<file path="config.mk">
export PLATFORM = sky130hd
export DESIGN_NAME = ifq_flat
export DESIGN_NICKNAME = d
export VERILOG_FILES = /design/src/rtl/ifq_pkg.sv /design/src/rtl/ifq_if.sv /design/src/rtl/ifq.sv /design/src/flat_wrapper.sv
export SDC_FILE = /design/constraint.sdc
export NUM_CORES = 1
export LEC_CHECK = 0
export ABC_CLOCK_PERIOD_IN_PS = 10400
export CAP_MARGIN = 20
export CORE_MARGIN = 5
export CORE_UTILIZATION = 55
export CTS_CLUSTER_SIZE = 14
export DETAILED_ROUTE_END_ITERATION = 10
export GPL_TIMING_DRIVEN = 0
export PLACE_DENSITY_LB_ADDON = 0.05
export SYNTH_ARGS = -nofsm -noshare
export SYNTH_HDL_FRONTEND = slang
export SYNTH_SLANG_ARGS = --single-unit
</file>
<file path="constraint.sdc">
create_clock -name clk -period 10.4 [get_ports clk]
set_clock_uncertainty 0.2 [all_clocks]
set_input_delay 1.56 -clock clk [delete_from_list [all_inputs] [get_ports clk]]
set_output_delay 1.56 -clock clk [all_outputs]
set_load 0.01 [all_outputs]
</file>
<file path="src/rtl/ifq_pkg.sv">
// Shared types and defaults for the instruction fetch queue.
package ifq_pkg;

    localparam int XLEN_DEF  = 32;
    localparam int ILEN_DEF  = 32;
    localparam int DEPTH_DEF = 4;

    localparam logic [XLEN_DEF-1:0] PC_RST_VEC = '0;

    typedef struct packed {
        logic [XLEN_DEF-1:0] pc;
        logic [ILEN_DEF-1:0] inst;
        logic                filled;
    } ifq_entry_t;

endpackage

</file>
<file path="src/rtl/ifq_if.sv">
// Fetch-side, memory-side and decode-side handshakes of the fetch queue.
interface ifq_if
    import ifq_pkg::*;
#(
    parameter int XLEN = XLEN_DEF,
    parameter int ILEN = ILEN_DEF
);
    logic            pc_valid;
    logic [XLEN-1:0] pc;
    logic            pc_ready;

    logic            imem_req_valid;
    logic [XLEN-1:0] imem_req_addr;
    logic            imem_req_ready;

    logic            imem_rsp_valid;
    logic [ILEN-1:0] imem_rsp_data;

    logic            inst_valid;
    logic [ILEN-1:0] inst;
    logic [XLEN-1:0] inst_pc;
    logic            inst_ready;

    // IFU, memory and decode side
    modport master (
        output pc_valid, pc,
        input  pc_ready,
        input  imem_req_valid, imem_req_addr,
        output imem_req_ready,
        output imem_rsp_valid, imem_rsp_data,
        input  inst_valid, inst, inst_pc,
        output inst_ready
    );

    // fetch queue side
    modport slave (
        input  pc_valid, pc,
        output pc_ready,
        output imem_req_valid, imem_req_addr,
        input  imem_req_ready,
        input  imem_rsp_valid, imem_rsp_data,
        output inst_valid, inst, inst_pc,
        input  inst_ready
    );

endinterface

</file>
<file path="src/rtl/ifq.sv">
// Instruction fetch queue: issues fetch PCs to memory, buffers returned
// words in order with their PC, and drains them to decode. A flush discards
// buffered entries and counts the still-owed responses so they can be dropped.
module ifq
    import ifq_pkg::*;
#(
    parameter int XLEN  = XLEN_DEF,
    parameter int ILEN  = ILEN_DEF,
    parameter int DEPTH = DEPTH_DEF
) (
    input  logic clk,
    input  logic rst_b,
    input  logic flush,
    ifq_if.slave bus
);

    localparam int AW = $clog2(DEPTH);
    localparam int PW = AW + 1;

    logic [XLEN-1:0]  pc_mem   [DEPTH];
    logic [ILEN-1:0]  inst_mem [DEPTH];
    logic [DEPTH-1:0] filled;

    logic [PW-1:0] wp, fp, rp, drop_cnt;
    logic [PW-1:0] alloc, inflight, drop_flush;
    logic [AW-1:0] wi, fi, ri;
    logic          live, space, req_fire, pop, rsp_keep, rsp_drop;

    assign alloc    = wp - rp;
    assign inflight = wp - fp;
    assign wi       = wp[AW-1:0];
    assign fi       = fp[AW-1:0];
    assign ri       = rp[AW-1:0];

    // Outstanding pre-flush responses still occupy capacity until they return.
    assign live  = ~rst_b & ~flush;
    assign space = (alloc + drop_cnt) < PW'(DEPTH);

    assign bus.pc_ready       = bus.imem_req_ready & space & live;
    assign bus.imem_req_valid = bus.pc_valid & space & live;
    assign bus.imem_req_addr  = bus.pc;

    assign bus.inst_valid = filled[ri] & (alloc != '0) & live;
    assign bus.inst       = inst_mem[ri];
    assign bus.inst_pc    = pc_mem[ri];

    assign req_fire = bus.pc_valid & bus.pc_ready;
    assign pop      = bus.inst_valid & bus.inst_ready;
    assign rsp_keep = bus.imem_rsp_valid & live & (drop_cnt == '0);
    assign rsp_drop = bus.imem_rsp_valid & live & (drop_cnt != '0);

    // Owed responses after a flush: everything in flight, less one arriving now.
    always_comb begin
        drop_flush = drop_cnt + inflight;
        if (bus.imem_rsp_valid && (drop_flush != '0))
            drop_flush = drop_flush - PW'(1);
    end

    // Ring storage, pointers and drop counter.
    always_ff @(posedge clk or posedge rst_b) begin
        if (rst_b) begin
            wp       <= '0;
            fp       <= '0;
            rp       <= '0;
            drop_cnt <= '0;
            filled   <= '0;
            for (int unsigned i = 0; i < DEPTH; i++) begin
                pc_mem[AW'(i)]   <= XLEN'(PC_RST_VEC);
                inst_mem[AW'(i)] <= '0;
            end
        end else if (flush) begin
            rp       <= wp;
            fp       <= wp;
            filled   <= '0;
            drop_cnt <= drop_flush;
        end else begin
            if (req_fire) begin
                pc_mem[wi] <= bus.pc;
                filled[wi] <= 1'b0;
                wp         <= wp + PW'(1);
            end
            if (rsp_keep) begin
                inst_mem[fi] <= bus.imem_rsp_data;
                filled[fi]   <= 1'b1;
                fp           <= fp + PW'(1);
            end
            if (rsp_drop)
                drop_cnt <= drop_cnt - PW'(1);
            if (pop)
                rp <= rp + PW'(1);
        end
    end

    // Memory must never return a word that no request is waiting for.
    a_rsp_expected: assert property (@(posedge clk) disable iff (rst_b)
        bus.imem_rsp_valid |-> ((inflight != '0) || (drop_cnt != '0)));

endmodule

</file>
<file path="src/flat_wrapper.sv">
// flat-port wrapper written by rule: the top's interface ports become plain ports
module ifq_flat import ifq_pkg::*;
#(
    parameter int XLEN  = XLEN_DEF,
    parameter int ILEN  = ILEN_DEF,
    parameter int DEPTH = DEPTH_DEF
)
  (clk, rst_b, flush, bus_pc_valid, bus_pc, bus_pc_ready, bus_imem_req_valid, bus_imem_req_addr, bus_imem_req_ready, bus_imem_rsp_valid, bus_imem_rsp_data, bus_inst_valid, bus_inst, bus_inst_pc, bus_inst_ready);
  ifq_if #(.XLEN(XLEN), .ILEN(ILEN)) bus_i ();
  input  logic clk;
  input  logic rst_b;
  input  logic flush;
  input wire logic [$bits(bus_i.pc_valid)-1:0] bus_pc_valid;
  input wire logic [$bits(bus_i.pc)-1:0] bus_pc;
  output wire logic [$bits(bus_i.pc_ready)-1:0] bus_pc_ready;
  output wire logic [$bits(bus_i.imem_req_valid)-1:0] bus_imem_req_valid;
  output wire logic [$bits(bus_i.imem_req_addr)-1:0] bus_imem_req_addr;
  input wire logic [$bits(bus_i.imem_req_ready)-1:0] bus_imem_req_ready;
  input wire logic [$bits(bus_i.imem_rsp_valid)-1:0] bus_imem_rsp_valid;
  input wire logic [$bits(bus_i.imem_rsp_data)-1:0] bus_imem_rsp_data;
  output wire logic [$bits(bus_i.inst_valid)-1:0] bus_inst_valid;
  output wire logic [$bits(bus_i.inst)-1:0] bus_inst;
  output wire logic [$bits(bus_i.inst_pc)-1:0] bus_inst_pc;
  input wire logic [$bits(bus_i.inst_ready)-1:0] bus_inst_ready;
  assign bus_i.pc_valid = bus_pc_valid;
  assign bus_i.pc = bus_pc;
  assign bus_pc_ready = bus_i.pc_ready;
  assign bus_imem_req_valid = bus_i.imem_req_valid;
  assign bus_imem_req_addr = bus_i.imem_req_addr;
  assign bus_i.imem_req_ready = bus_imem_req_ready;
  assign bus_i.imem_rsp_valid = bus_imem_rsp_valid;
  assign bus_i.imem_rsp_data = bus_imem_rsp_data;
  assign bus_inst_valid = bus_i.inst_valid;
  assign bus_inst = bus_i.inst;
  assign bus_inst_pc = bus_i.inst_pc;
  assign bus_i.inst_ready = bus_inst_ready;
  ifq #(.XLEN(XLEN), .ILEN(ILEN), .DEPTH(DEPTH)) u_core (.clk(clk), .rst_b(rst_b), .flush(flush), .bus(bus_i));
endmodule
</file>
==> results of run 1 <==
==> cell type report <==
type | instances | area share (%)
Inverter | 16 | 0.431
Antenna cell | 1 | 0.0160
Timing Repair Buffer | 172 | 11.3
Multi-Input combinational cell | 428 | 33.9
Sequential cell | 272 | 43.5
Clock inverter | 6 | 0.232
Clock buffer | 43 | 5.54
Tap cell | 285 | 2.28
Buffer | 78 | 2.89
==> per-stage QoR <==
| step | setup TNS [ns] | utilization [%] | hold slack, ns | total power, µW | setup WS [ns] |
|---|---|---|---|---|---|
| floorplan | 0 | - | 0.259 | 2670 | 1.14 |
| global placement | -391.01 | 64.8 | 0.268 | 3180 | -1.45 |
| detailed placement | 0 | 65.0 | 0.278 | 3300 | 5.14 |
| CTS | 0 | 69.0 | 0.291 | 4280 | 4.59 |
| global route | 0 | 69.2 | 0.307 | 4490 | 4.40 |
| finish | 0 | 69.2 | 0.289 | 4240 | 4.60 |
==> logic make-up after synthesis <==
group,Yosys count,synth area share [%]
muxes,330,35.2
xor gates and xnor gates,11,1.19
DFF,272,53.9
adders and majority gates,20,2.16
AOI/OAI and AO/OA,23,1.56
and+or+nand+nor,44,1.86
buffers and inverters,94,4.06
==> synth_stat cells (2+ instances only) <==
cell type	n
a21oi_1	3
mux2i_2	2
a32o_1	3
o311ai_0	2
xnor3_1	2
nor2b_1	4
nor4b_1	2
nand2_1	12
nand4_1	3
buf_4	38
inv_1	15
buf_1	11
o2111a_1	4
fa_1	3
nor4_1	4
ha_1	17
o211ai_1	2
clkbuf_1	15
o311a_1	2
mux4_2	65
mux2i_1	4
nor2_1	8
a221o_1	2
o21ai_0	2
mux2_2	213
nand3_1	3
xnor2_1	6
dfrtp_1	272
mux2_1	46
buf_2	14
==> cell usage in the layout (no fill, tap or decap), types with 2 or more instances in the layout <==
| master | synthesis | layout |
|---|---|---|
| a32o_1 | 3 | 3 |
| buf_16 | 0 | 2 |
| clkbuf_1 | 15 | 20 |
| clkdlybuf4s50_1 | 0 | 168 |
| mux2_2 | 213 | 213 |
| o311ai_0 | 2 | 2 |
| nand3_1 | 3 | 3 |
| o211ai_1 | 2 | 2 |
| fa_1 | 3 | 3 |
| mux2i_2 | 2 | 2 |
| nor2b_1 | 4 | 4 |
| buf_4 | 38 | 38 |
| xnor3_1 | 2 | 2 |
| mux4_2 | 65 | 65 |
| o2111a_1 | 4 | 4 |
| dfrtp_1 | 272 | 272 |
| mux2i_1 | 4 | 4 |
| clkbuf_16 | 0 | 29 |
| buf_2 | 14 | 14 |
| a21oi_1 | 3 | 3 |
| nor2_1 | 8 | 8 |
| clkbuf_8 | 0 | 9 |
| mux2_1 | 46 | 46 |
| inv_1 | 15 | 14 |
| o21ai_0 | 2 | 2 |
| buf_1 | 11 | 11 |
| o311a_1 | 2 | 2 |
| buf_8 | 0 | 2 |
| xnor2_1 | 6 | 6 |
| a221o_1 | 2 | 2 |
| nor4_1 | 4 | 4 |
| clkinv_2 | 0 | 4 |
| nand2_1 | 12 | 12 |
| nand4_1 | 3 | 3 |
| ha_1 | 17 | 17 |
| nor4b_1 | 2 | 2 |
==> routing by layer <==
layer	vias to the layer above	track usage [%]	share of wire [%]
met2	156	38.9	51
met1	3955	30.3	42
met3	39	4.18	4.9
met5	-	0	0.084
met4	4	4.15	1.8
li1	3326	-	-
==> power by group <==
| group | total [µW] | leakage (µW) | switching, µW | internal, µW |
|---|---|---|---|---|
| clock network | 966 | 0.000448 | 395 | 571 |
| registers | 1630 | 0.00365 | 203 | 1430 |
| logic | 1650 | 0.00329 | 679 | 967 |
==> state kept, by name, summed over array words and instances, names as in the netlist <==
signal           cells
u_core.inst_mem    128
u_core.pc_mem      128
u_core.filled        4
u_core.drop_cnt      3
u_core.fp            3
u_core.rp            3
u_core.wp            3
==> path summary, 6_finish.rpt <==
path / start / endpoint / cells past startpoint
worst min register to register: u_core.pc_mem[32] / u_core.pc_mem[32] / 1
worst min-delay path: u_core.pc_mem[32] / u_core.pc_mem[32] / 1
worst max-delay path: u_core.rp[1] / bus_imem_req_valid / 10
min in group asynchronous: rst_b / u_core.fp[2] / 2
max in group asynchronous: rst_b / u_core.pc_mem[13] / 3
worst max register to register: u_core.rp[1] / u_core.pc_mem[14] / 10
==> summary.txt, run 1 <==
status -> finished clean
worst hold path type -> reg2reg
# DRC -> 0
initial antenna violation count -> 3
H-Tree Depth -> 1
slew of the pin with the lowest slew margin -> 1.01 ns
hold_buf cts -> 0
crit-path most repeated cell -> nor2_1
relative slew slack -> 32.5%
# clock sinks -> 272
CP bufs+invs -> 4
CTS clk-pin slew, worst paths -> 0.06 ns
Site Rows -> 55
Die Wd -> 161 µm
cell count after synthesis -> 794
Crit path largest cell delay -> 0.58 ns
proportion of layout cells with a drive suffix above 1 -> 37.8%
syn_nets -> 885
Synth async-reset ratio -> 100%
post-DR vias/cell -> 5.75
sequential cell area fraction in the yosys report -> 53.9%
Resized Gates After CTS -> 0
Synth top area share -> 53.9%
core area -> 0.0226 mm²
max_cap viols -> 0
Synth Register Bits -> 272
Storage cell area -> 0.00681 mm²
top cells by area, synth -> dfrtp_1 (54%), mux2_2 (19%), mux4_2 (12%)
port bufs -> 168
Post-synth EDFFs -> 0
post-synthesis area per instance -> 15.9 µm²
Final setup viols -> 0
CP top delay family -> buffers and inverters
Die Span Y -> 161 µm
Leakage -> 0.00740 µW
Layout Nets -> 1088
number of global-route vias before repair -> 8378
HPWL Detailed -> 19800 µm
Peak Freq -> 0.172 GHz
PD cells -> 271 mW/mm²
Final Instance Area -> 0.0157 mm²
critical-path cell list -> buf_1 > inv_1 > fa_1 > ha_1 > and3b_1 > clkbuf_1 > nor2_1 > xnor2_1 > nor2_1 > clkdlybuf4s50_1
Placed Instances -> 1249
Critical Path End Type -> output port
Setup Buffers After CTS -> 0
die area -> 0.0261 mm²
Clock Latency Late Sink -> 0.52 ns
Starting Density -> 55.8%
Post-synth top flop -> dfrtp_1
CTS root buffer -> clkbuf_16
dpl cell area -> 0.0147 mm²
largest net degree at the start of global routing -> 122
Final Non-Filler Cells -> 1301
Total Wirelength -> 28700 µm
WP data required -> 8.64 ns
FILL cells -> 1558
RSZ-0062 raised after global routing -> false
Cell Area, Synth -> 0.0126 mm²
Worst path slowest cell -> buf_1
hold violation count in the final report -> 0
wire length per cell -> 22.0 µm
Final min period -> 5.80 ns
Yosys top cell by area -> dfrtp_1
first-pass GRT wire length -> 46500 µm
Final GP Congestion -> 0.861
Syn. warnings -> 0
startpoint types -> flop
Initial DRC Count -> 359
CP max FO -> 10
grt total ovfl -> 0
Slew Viols, Final -> 0
Worst Setup Path Type -> reg2out
DR pass1 iterations -> 6
Area Overhead vs Synth -> 24.1%
Vias -> 7480
Num CTS Buffers -> 29
TritonCTS clock tree -> yes
Final period util -> 55.8%
Max clock buf depth -> 3
Ports -> 170
post-synth cell types -> 45
Reg2Reg Setup Slack -> 6.00 ns
DRT antenna net count -> 0
crit path DAT -> 4.04 ns
Worst VDD drop -> 0.160 mV
Tot GR Track Use -> 22.5%
footprint of the multi-input gates -> 0.00530 mm²
(Power assumes the default switching activity.)
==> run 2, diff against run 1 <==
ABC_CLOCK_PERIOD_IN_PS = 5900   (was 10400)
clock period = 5.9 ns   (was 10.4 ns; I/O delays follow)
==> run 2 against run 1 <==
  * Critical path type unchanged
  * Final area rose by 0.42%
  * Critical endpoint unchanged
  * Total power up 77%
  * Sequential power rose by 77%
  * Register-to-register slack worse by 4.6 ns
  * Final cell count is 0.61% higher
  * Sequential cell count unchanged
==> summary.txt, run 2 (synthesis gave the netlist of run 1 again) <==
status -> finished clean
most frequent cells in the layout -> dfrtp_1 (272), mux2_2 (213), clkdlybuf4s50_1 (168)
Final setup viols -> 0 (unchanged)
Flop pwr share -> 38.4% (about the same)
Clock power frac -> 22.8% (about the same)
worst hold path type -> reg2reg
Die Span Y -> 161 µm (unchanged)
largest net degree at the start of global routing -> 42 (-66%)
Layout Nets -> 1092 (+0.37%)
initial antenna violation count -> 1 (-2)
TritonCTS clock tree -> yes
Reg2Reg Setup Slack -> 1.42 ns (-4.58 ns)
Final period util -> 87.8%
Gate power share -> 38.9% (about the same)
Worst Setup Path Type -> reg2out
core area -> 0.0226 mm² (unchanged)
FILL cells -> 1529 (-1.9%)
Clock Latency Late Sink -> 0.53 ns (about the same)
RSZ-0062 raised after global routing -> false
Critical Path End Type -> output port
slew of the pin with the lowest slew margin -> 0.949 ns (-0.0638 ns)
DRT antenna net count -> 0 (unchanged)
startpoint types -> flop
Sw Ratio -> 30.4% (+0.26 points)
Area Overhead vs Synth -> 24.6%
CP max FO -> 10 (unchanged)
Top Registers -> u_core.inst_mem: 128 flops, u_core.pc_mem: 128 flops, u_core.filled: 4 flops
# clock sinks -> 272 (unchanged)
post-DR vias/cell -> 5.72 (-0.45%)
P_sw -> 2280 µW (+78%)
PD cells -> 477 mW/mm² (+76%)
total internal power -> 5230 µW (+76%)
Final min period -> 5.18 ns
relative slew slack -> 36.8% (+4.3 points)
first-pass GRT wire length -> 47000 µm (+1.1%)
Worst VDD drop -> 0.298 mV (+86%)
WP data required -> 4.82 ns (-3.82 ns)
Num CTS Buffers -> 29 (unchanged)
commonest non-fill, non-tap cell in the layout -> dfrtp_1
met1 wire length -> 11800 µm (-1.7%)
hold violation count in the final report -> 0 (unchanged)
CTS root buffer -> clkbuf_16
Slew Viols, Final -> 0 (unchanged)
# DRC -> 0 (unchanged)
Max clock buf depth -> 3 (unchanged)
crit path DAT -> 4.10 ns (+0.06 ns)
footprint of the multi-input gates -> 0.00530 mm² (unchanged)
met2 wire length -> 14900 µm (+1.5%)
Final GP Congestion -> 0.858 (-0.34%)
die area -> 0.0261 mm² (unchanged)
CTS clk-pin slew, worst paths -> 0.06 ns (about the same)
max_cap viols -> 0 (unchanged)
Peak Freq -> 0.193 GHz
Ports -> 170 (unchanged)
Storage cell area -> 0.00681 mm² (unchanged)
H-Tree Depth -> 1 (unchanged)
Initial DRC Count -> 331 (-7.8%)
proportion of layout cells with a drive suffix above 1 -> 37.9% (about the same)
Setup Buffers After CTS -> 0 (unchanged)
final core utilization -> 69.5% (+0.29 points)
final setup TNS -> 0 ns (unchanged)
Vias -> 7492 (+0.16%)
Tot GR Track Use -> 22.7% (+0.22 points)
DR pass1 iterations -> 4 (-2)
Total Wirelength -> 28900 µm (+0.76%)
wire length per cell -> 22.1 µm (+0.14%)
Starting Density -> 55.8% (unchanged)
grt total ovfl -> 0 (unchanged)
Site Rows -> 55 (unchanged)
Die Wd -> 161 µm (unchanged)
uppermost layer routed -> met4
HPWL Detailed -> 20900 µm (+5.6%)
Resized Gates After CTS -> 0 (unchanged)
number of global-route vias before repair -> 8420 (+0.50%)
hold_buf cts -> 0 (unchanged)
port bufs -> 168 (unchanged)
met3 wire len -> 1730 µm (+24%)
Leakage -> 0.00741 µW (+0.25%)
run 2: changes by cell type in the layout (fill, tap and decap cells not counted):
cell        previous run  this run
buf_12                 0         7
clkbuf_8               9         4
clkbuf_1              20        24
buf_16                 2         0
clkinvlp_4             1         3
buf_8                  2         1
bufinv_16              0         1
clkinv_2               4         5
clkinv_4               0         1
diode_2                1         2
inv_8                  1         0
run 2: final timing paths:
| check | to | start | depth (start not counted) |
|---|---|---|---|
| max | bus_imem_req_valid | u_core.rp[1] | 10 |
| min | u_core.pc_mem[98] | u_core.pc_mem[98] | 1 |
| max reg2reg | u_core.pc_mem[68] | u_core.rp[1] | 10 |
| min reg2reg | u_core.pc_mem[98] | u_core.pc_mem[98] | 1 |
| max in group asynchronous | u_core.inst_mem[114] | rst_b | 5 |
| min in group asynchronous | u_core.wp[2] | rst_b | 2 |
run 2: metal layers:
layer / track usage, % / vias to the layer above
met2: 39.1 / 171
li1: - / 3333
met5: 0 / -
met1: 30.3 / 3954
met4: 4.77 / 0
met3: 4.54 / 34
run 2: cell type report:
cell class | instances | area share, %
flip-flops and latches | 272 | 43.3
multi-input cells | 428 | 33.7
repair buffers | 176 | 11.7
clock buffers | 42 | 5.18
plain buffers | 78 | 2.88
well taps | 285 | 2.27
clock inverters | 10 | 0.557
inverters | 16 | 0.406
diodes | 2 | 0.0318
run 2: critical path, stage by stage, from the launching register on:
cell	delay, ns
dfrtp_1	0.49
buf_1	0.61
inv_1	0.20
fa_1	0.55
ha_1	0.28
and3b_1	0.18
clkbuf_1	0.34
nor2_1	0.10
xnor2_1	0.15
nor2_1	0.12
clkdlybuf4s50_1	0.54
run 2: power by group through the flow:
stage	sequential, µW	combinational, µW	clock (µW)
2_1_floorplan	2770	1940	0
3_3_place_gp	2830	2800	0
3_5_place_dp	2910	2950	0
4_1_cts	2870	2960	1740
5_1_grt	2950	3160	1830
6_report	2880	2920	1710
run 2: per-stage QoR:
stage,setup WS (ns),instances,hold WS [ns],power (µW),area (µm²)
floorplan,1.22,794,0.259,4700,12600
global placement,-0.459,1247,0.268,5620,14700
detailed placement,1.21,1254,0.278,5850,14800
CTS,0.671,1306,0.292,7580,15700
global route,0.393,1308,0.302,7930,15700
finish,0.719,1309,0.289,7500,15700
